## src/rtl/flash_arbiter.sv

```systemverilog
// Two-requester round-robin arbiter in front of the single Flash byte engine.
// Each grant runs one start/done transaction, with a watchdog abort on a missing fb_done.
module flash_arbiter #(
  parameter int AW      = 8,
  parameter int DW      = 8,
  parameter int TIMEOUT = 1000
) (
  input  logic          CLK_50MHZ,
  input  logic          RST,
  input  logic          req0_valid,
  input  logic          req0_rw,
  input  logic [AW-1:0] req0_addr,
  input  logic [DW-1:0] req0_wdata,
  output logic          req0_ack,
  output logic          req0_done,
  input  logic          req1_valid,
  input  logic          req1_rw,
  input  logic [AW-1:0] req1_addr,
  input  logic [DW-1:0] req1_wdata,
  output logic          req1_ack,
  output logic          req1_done,
  output logic [DW-1:0] rdata,
  output logic          err,
  output logic          busy,
  output logic          fb_start,
  input  logic          fb_done,
  output logic [AW-1:0] addr,
  output logic [DW-1:0] data,
  output logic          direction_rw,
  input  logic [DW-1:0] fb_rdata
);

  localparam int             CW       = $clog2(TIMEOUT);
  localparam logic [CW-1:0]  CNT_LAST = CW'(TIMEOUT - 1);

  typedef enum logic [1:0] {S_IDLE, S_START, S_WAIT, S_RESP} state_t;

  state_t        r_state;
  state_t        w_next;
  logic          r_last_grant;
  logic          r_win;
  logic [CW-1:0] r_cnt;
  logic [CW-1:0] w_cnt_inc;
  logic          w_any;
  logic          w_sel;
  logic          w_timeout;

  assign w_any     = req0_valid | req1_valid;
  // Tie goes to whoever was not served last; otherwise the lone requester wins.
  assign w_sel     = (req0_valid & req1_valid) ? ~r_last_grant : req1_valid;
  assign w_cnt_inc = r_cnt + CW'(1);
  assign w_timeout = (w_cnt_inc == CNT_LAST);

  always_ff @(posedge CLK_50MHZ or posedge RST) begin
    if (RST) r_state <= S_IDLE;
    else     r_state <= w_next;
  end

  always_comb begin
    w_next    = r_state;
    busy      = 1'b1;
    fb_start  = 1'b0;
    req0_ack  = 1'b0;
    req1_ack  = 1'b0;
    req0_done = 1'b0;
    req1_done = 1'b0;
    case (r_state)
      S_IDLE: begin
        busy = 1'b0;
        if (w_any) w_next = S_START;
      end
      S_START: begin
        fb_start = 1'b1;
        req0_ack = ~r_win;
        req1_ack = r_win;
        w_next   = S_WAIT;
      end
      S_WAIT: begin
        if (fb_done || w_timeout) w_next = S_RESP;
      end
      S_RESP: begin
        req0_done = ~r_win;
        req1_done = r_win;
        w_next    = S_IDLE;
      end
      default: w_next = S_IDLE;
    endcase
  end

  always_ff @(posedge CLK_50MHZ or posedge RST) begin
    if (RST) begin
      r_last_grant <= 1'b1;
      r_win        <= 1'b0;
      r_cnt        <= '0;
      addr         <= '0;
      data         <= '0;
      direction_rw <= 1'b0;
      rdata        <= '0;
      err          <= 1'b0;
    end else begin
      case (r_state)
        S_IDLE: begin
          if (w_any) begin
            r_win        <= w_sel;
            addr         <= w_sel ? req1_addr  : req0_addr;
            data         <= w_sel ? req1_wdata : req0_wdata;
            direction_rw <= w_sel ? req1_rw    : req0_rw;
          end
        end
        S_START: r_cnt <= '0;
        S_WAIT: begin
          if (fb_done) begin
            if (direction_rw) rdata <= fb_rdata;
            err <= 1'b0;
          end else if (w_timeout) begin
            err <= 1'b1;
          end else begin
            r_cnt <= w_cnt_inc;
          end
        end
        S_RESP: r_last_grant <= r_win;
        default: ;
      endcase
    end
  end

endmodule

```

## config.mk

```make
export PLATFORM = sky130hd
export DESIGN_NAME = flash_arbiter
export DESIGN_NICKNAME = d
export VERILOG_FILES = /design/src/rtl/flash_arbiter.sv
export SDC_FILE = /design/constraint.sdc
export NUM_CORES = 1
export LEC_CHECK = 0
export CAP_MARGIN = 20
export CORE_ASPECT_RATIO = 0.9
export CORE_MARGIN = 2
export CORE_UTILIZATION = 40
export CTS_CLUSTER_SIZE = 14
export DETAILED_ROUTE_END_ITERATION = 8
export DONT_BUFFER_PORTS = 1
export HOLD_SLACK_MARGIN = 0.02
export RECOVER_POWER = 50
export SYNTH_ARGS = -nofsm -noshare
export SYNTH_HDL_FRONTEND = slang
export SYNTH_SLANG_ARGS = --single-unit
```

## constraint.sdc

```tcl
create_clock -name CLK_50MHZ -period 2.1 [get_ports CLK_50MHZ]
set_input_delay 0.315 -clock CLK_50MHZ [delete_from_list [all_inputs] [get_ports CLK_50MHZ]]
set_output_delay 0.315 -clock CLK_50MHZ [all_outputs]
set_load 0.02 [all_outputs]
```

==> impl_metrics.ini <==
[finish]
area_growth_pct = 10.9
layout-drive-gt1-share = 0.169
design_area_um2 = 2320
insertedDiodeCount = 0
stdcell_count = 278
finalNetCount = 265
utilization = 0.469

[clock_tree]
path_clk_slew_ns = 0.08
cts-root-buf = clkbuf_8
clock-sinks = 40
htree_levels = 2
clk_latency_ns = 0.29
cts_setup_buffers = 0
holdBufCountCts = 0
cts_tree = built
cts_buffer_depth = 2
numCtsBuffers = 5

[setup_path]
crit_path_start_kind = register
slowest_stage = dfrtp_1
crit_arrival_ns = 2.22
path_cells = ha_1 > nand2_1 > nor4bb_2 > nand2_2 > a41oi_4 > nor2_1 > a211o_1
crit_start = r_cnt[0]$_DFFE_PP0P_
cp_max_fo = 7
cp.required_ns = 2.28
crit_type = reg2reg
reg2reg_from = r_cnt[0]$_DFFE_PP0P_
end_kind = register
crit_path_max_incr_delay_ns = 0.44

[grt]
grt_util_all_layers = 0.150
grt_pass1_vias = 1399
grt_overflow = 0
grt_max_degree = 41
antenna_found_initial = 0
grt_pass1_wl_um = 6760

[timing]
period_needed_ns = 2.03
slew_violations = 0
tightest_slew_ns = 0.960
final_hold_viol_count = 0
fin_crit_sh = 0.969
slew_headroom = 0.360
setup_violations = 0
fmax_ghz = 0.492
fin_worst_skew_ns = 0.00373
setup_slack_ns = 0.0660
setup_tns_ns = 0

[power_and_ir_drop]
ir_worst_vdd_v = 0.000740
power_density_nw_per_um2 = 1370
cellLeakagePower_nw = 1.05

[hold_path]
min_from = fb_done
hold_path.class = in2reg

[logic_synthesis]
synth.cell_area_um2 = 2090
ys.flop_type = dfrtp_1
synth_nets = 258
seq_area_frac_synth = 0.478
yosysUniqueCellTypes = 42
synth-edff-count = 0
yosysTopAreaCell = dfrtp_1
synthCells = 205
async_flop_share = 1.00
avgSynthCellArea_um2 = 10.2
synth_warnings = 0
yosys.area.top_type_share = 0.466
synth.ff_latch_count = 40
synth.area.top_cells = dfrtp_1, mux2i_1, o21ai_0, mux2_2, nand2_1

[detailed_routing]
drt_iter0_drc = 116
viasPerCell = 5.51
routed-via-count = 1531
wire_per_inst_um = 14.9
drtAntennaViolNets = 0
firstDrtPassIters = 4
drc_errors = 0
routed_wirelength_um = 4150

[run_status]
status = completed

[place]
gp_routability_congestion = 0.765
placed_cell_area_um2 = 2200
hpwl_um = 2950
port_buffers = 0
dp.cells = 269
post-place-ws_ns = 0.0730

[die]
row_count = 24
die_w_um = 80.3
fp.dieH_um = 72.7
core_um2 = 4950
ios = 79
die_area_um2 = 5830
initial_core_util = 0.423

[run]
drv_cap = 0
-- layer usage --
| metal | share of wire | global-route usage | up-vias |
|---|---|---|---|
| li1 | - | - | 750 |
| met1 | 0.47 | 0.216 | 721 |
| met2 | 0.46 | 0.214 | 54 |
| met3 | 0.060 | 0.0458 | 6 |
| met4 | 0.014 | 0.0584 | 0 |
| met5 | 0 | 0 | - |
-- synth_stat cells, types with 2 or more instances --
master / instances
inv_1: 7
nand4_1: 4
clkbuf_1: 6
a31oi_1: 3
nor3b_1: 2
nand3b_1: 2
mux2_2: 9
ha_1: 6
buf_4: 2
a21oi_1: 8
o21ai_0: 28
nor2b_1: 2
o32ai_1: 2
nand3_1: 9
nand2_1: 25
mux2i_1: 18
nor2_1: 5
or3_1: 2
buf_2: 2
dfrtp_1: 39
and2_1: 3
-- path summary, 6_finish.rpt --
path / to / slack [ns] / cells after the start
setup / recovery: r_state[1]$_DFFE_PP0P_ / 0.07 / 7
hold / removal: err$_DFFE_PP0P_ / 0.11 / 1
setup reg to reg: r_state[1]$_DFFE_PP0P_ / 0.07 / 7
hold reg to reg: r_cnt[6]$_DFFE_PP0P_ / 0.55 / 1
max in group asynchronous: r_cnt[2]$_DFFE_PP0P_ / 1.31 / 2
min in group asynchronous: rdata[3]$_DFFE_PP0P_ / 0.20 / 2
-- sequential cells by signal, summed over array words and instances (netlist names) --
| signal | count |
|---|---|
| addr | 8 |
| data | 8 |
| direction_rw | 1 |
| err | 1 |
| r_cnt | 10 |
| r_last_grant | 1 |
| r_state | 2 |
| r_win | 1 |
| rdata | 8 |
-- power breakdown --
part	switching, mW	leakage (nW)	internal (mW)	total (mW)
clock	0.279	0.0516	0.269	0.548
combinational	0.575	0.492	0.439	1.01
sequential	0.537	0.505	1.09	1.62
total	1.39	1.05	1.79	3.18
-- critical path, delay by kind of cell, from the launching register on --
kind                     cells  cell delay, ns
AND/OR/NAND/NOR              4            0.64
adder cells (fa/ha/maj)      1            0.26
AO/OA/AOI/OAI                2            0.60
flip-flops                   1            0.44
-- cells in the final DEF, fill, tap and decap left out, types with 2 or more instances in the layout --
| cell type | instances |
|---|---|
| dfrtp_1 | 39 |
| o21ai_0 | 27 |
| nand2_1 | 25 |
| mux2i_1 | 18 |
| mux2_2 | 9 |
| nand3_1 | 8 |
| a21oi_1 | 8 |
| buf_4 | 8 |
| inv_1 | 7 |
| ha_1 | 6 |
| clkbuf_8 | 6 |
| nor2_1 | 5 |
| nand4_1 | 4 |
| and2_1 | 3 |
| a31oi_1 | 3 |
| or3_1 | 2 |
| nor3b_1 | 2 |
| nand3b_1 | 2 |
| nor2b_1 | 2 |
| o32ai_1 | 2 |
-- through the flow --
stage,total power [mW],hold slack (ns)
final,3.18,0.107
after CTS,3.19,0.0428
after global placement,2.63,0.365
after floorplan,2.36,0.466
after detailed placement,2.64,0.372
after global routing,3.41,0.0927
-- cell type report --
| class | count | area (um2) |
|---|---|---|
| well taps | 65 | 81.3 |
| inverters | 7 | 26.3 |
| flip-flops and latches | 40 | 1000 |
| clock buffers | 6 | 82.6 |
| clock inverters | 2 | 13.8 |
| fillers | 464 | 2630 |
| repair buffers | 10 | 80.1 |
| multi-input cells | 148 | 1040 |
-- cells by family after synthesis --
family / after synthesis / synth area share
AOI/OAI and AO/OA: 51 / 0.151
xor gates and xnor gates: 1 / 0.00418
adders and majority gates: 6 / 0.0358
buffers and inverters: 17 / 0.0352
DFF: 40 / 0.478
muxes: 27 / 0.134
and+or+nand+nor: 63 / 0.161
-- what timing repair did --
| item | CTS | global route |
|---|---|---|
| endpoints found under the hold margin | 0 | 0 |
| endpoints found under the setup margin | 0 | 6 |
| gates resized for setup | 0 | 3 |
Power figures use the tool's default switching activity.
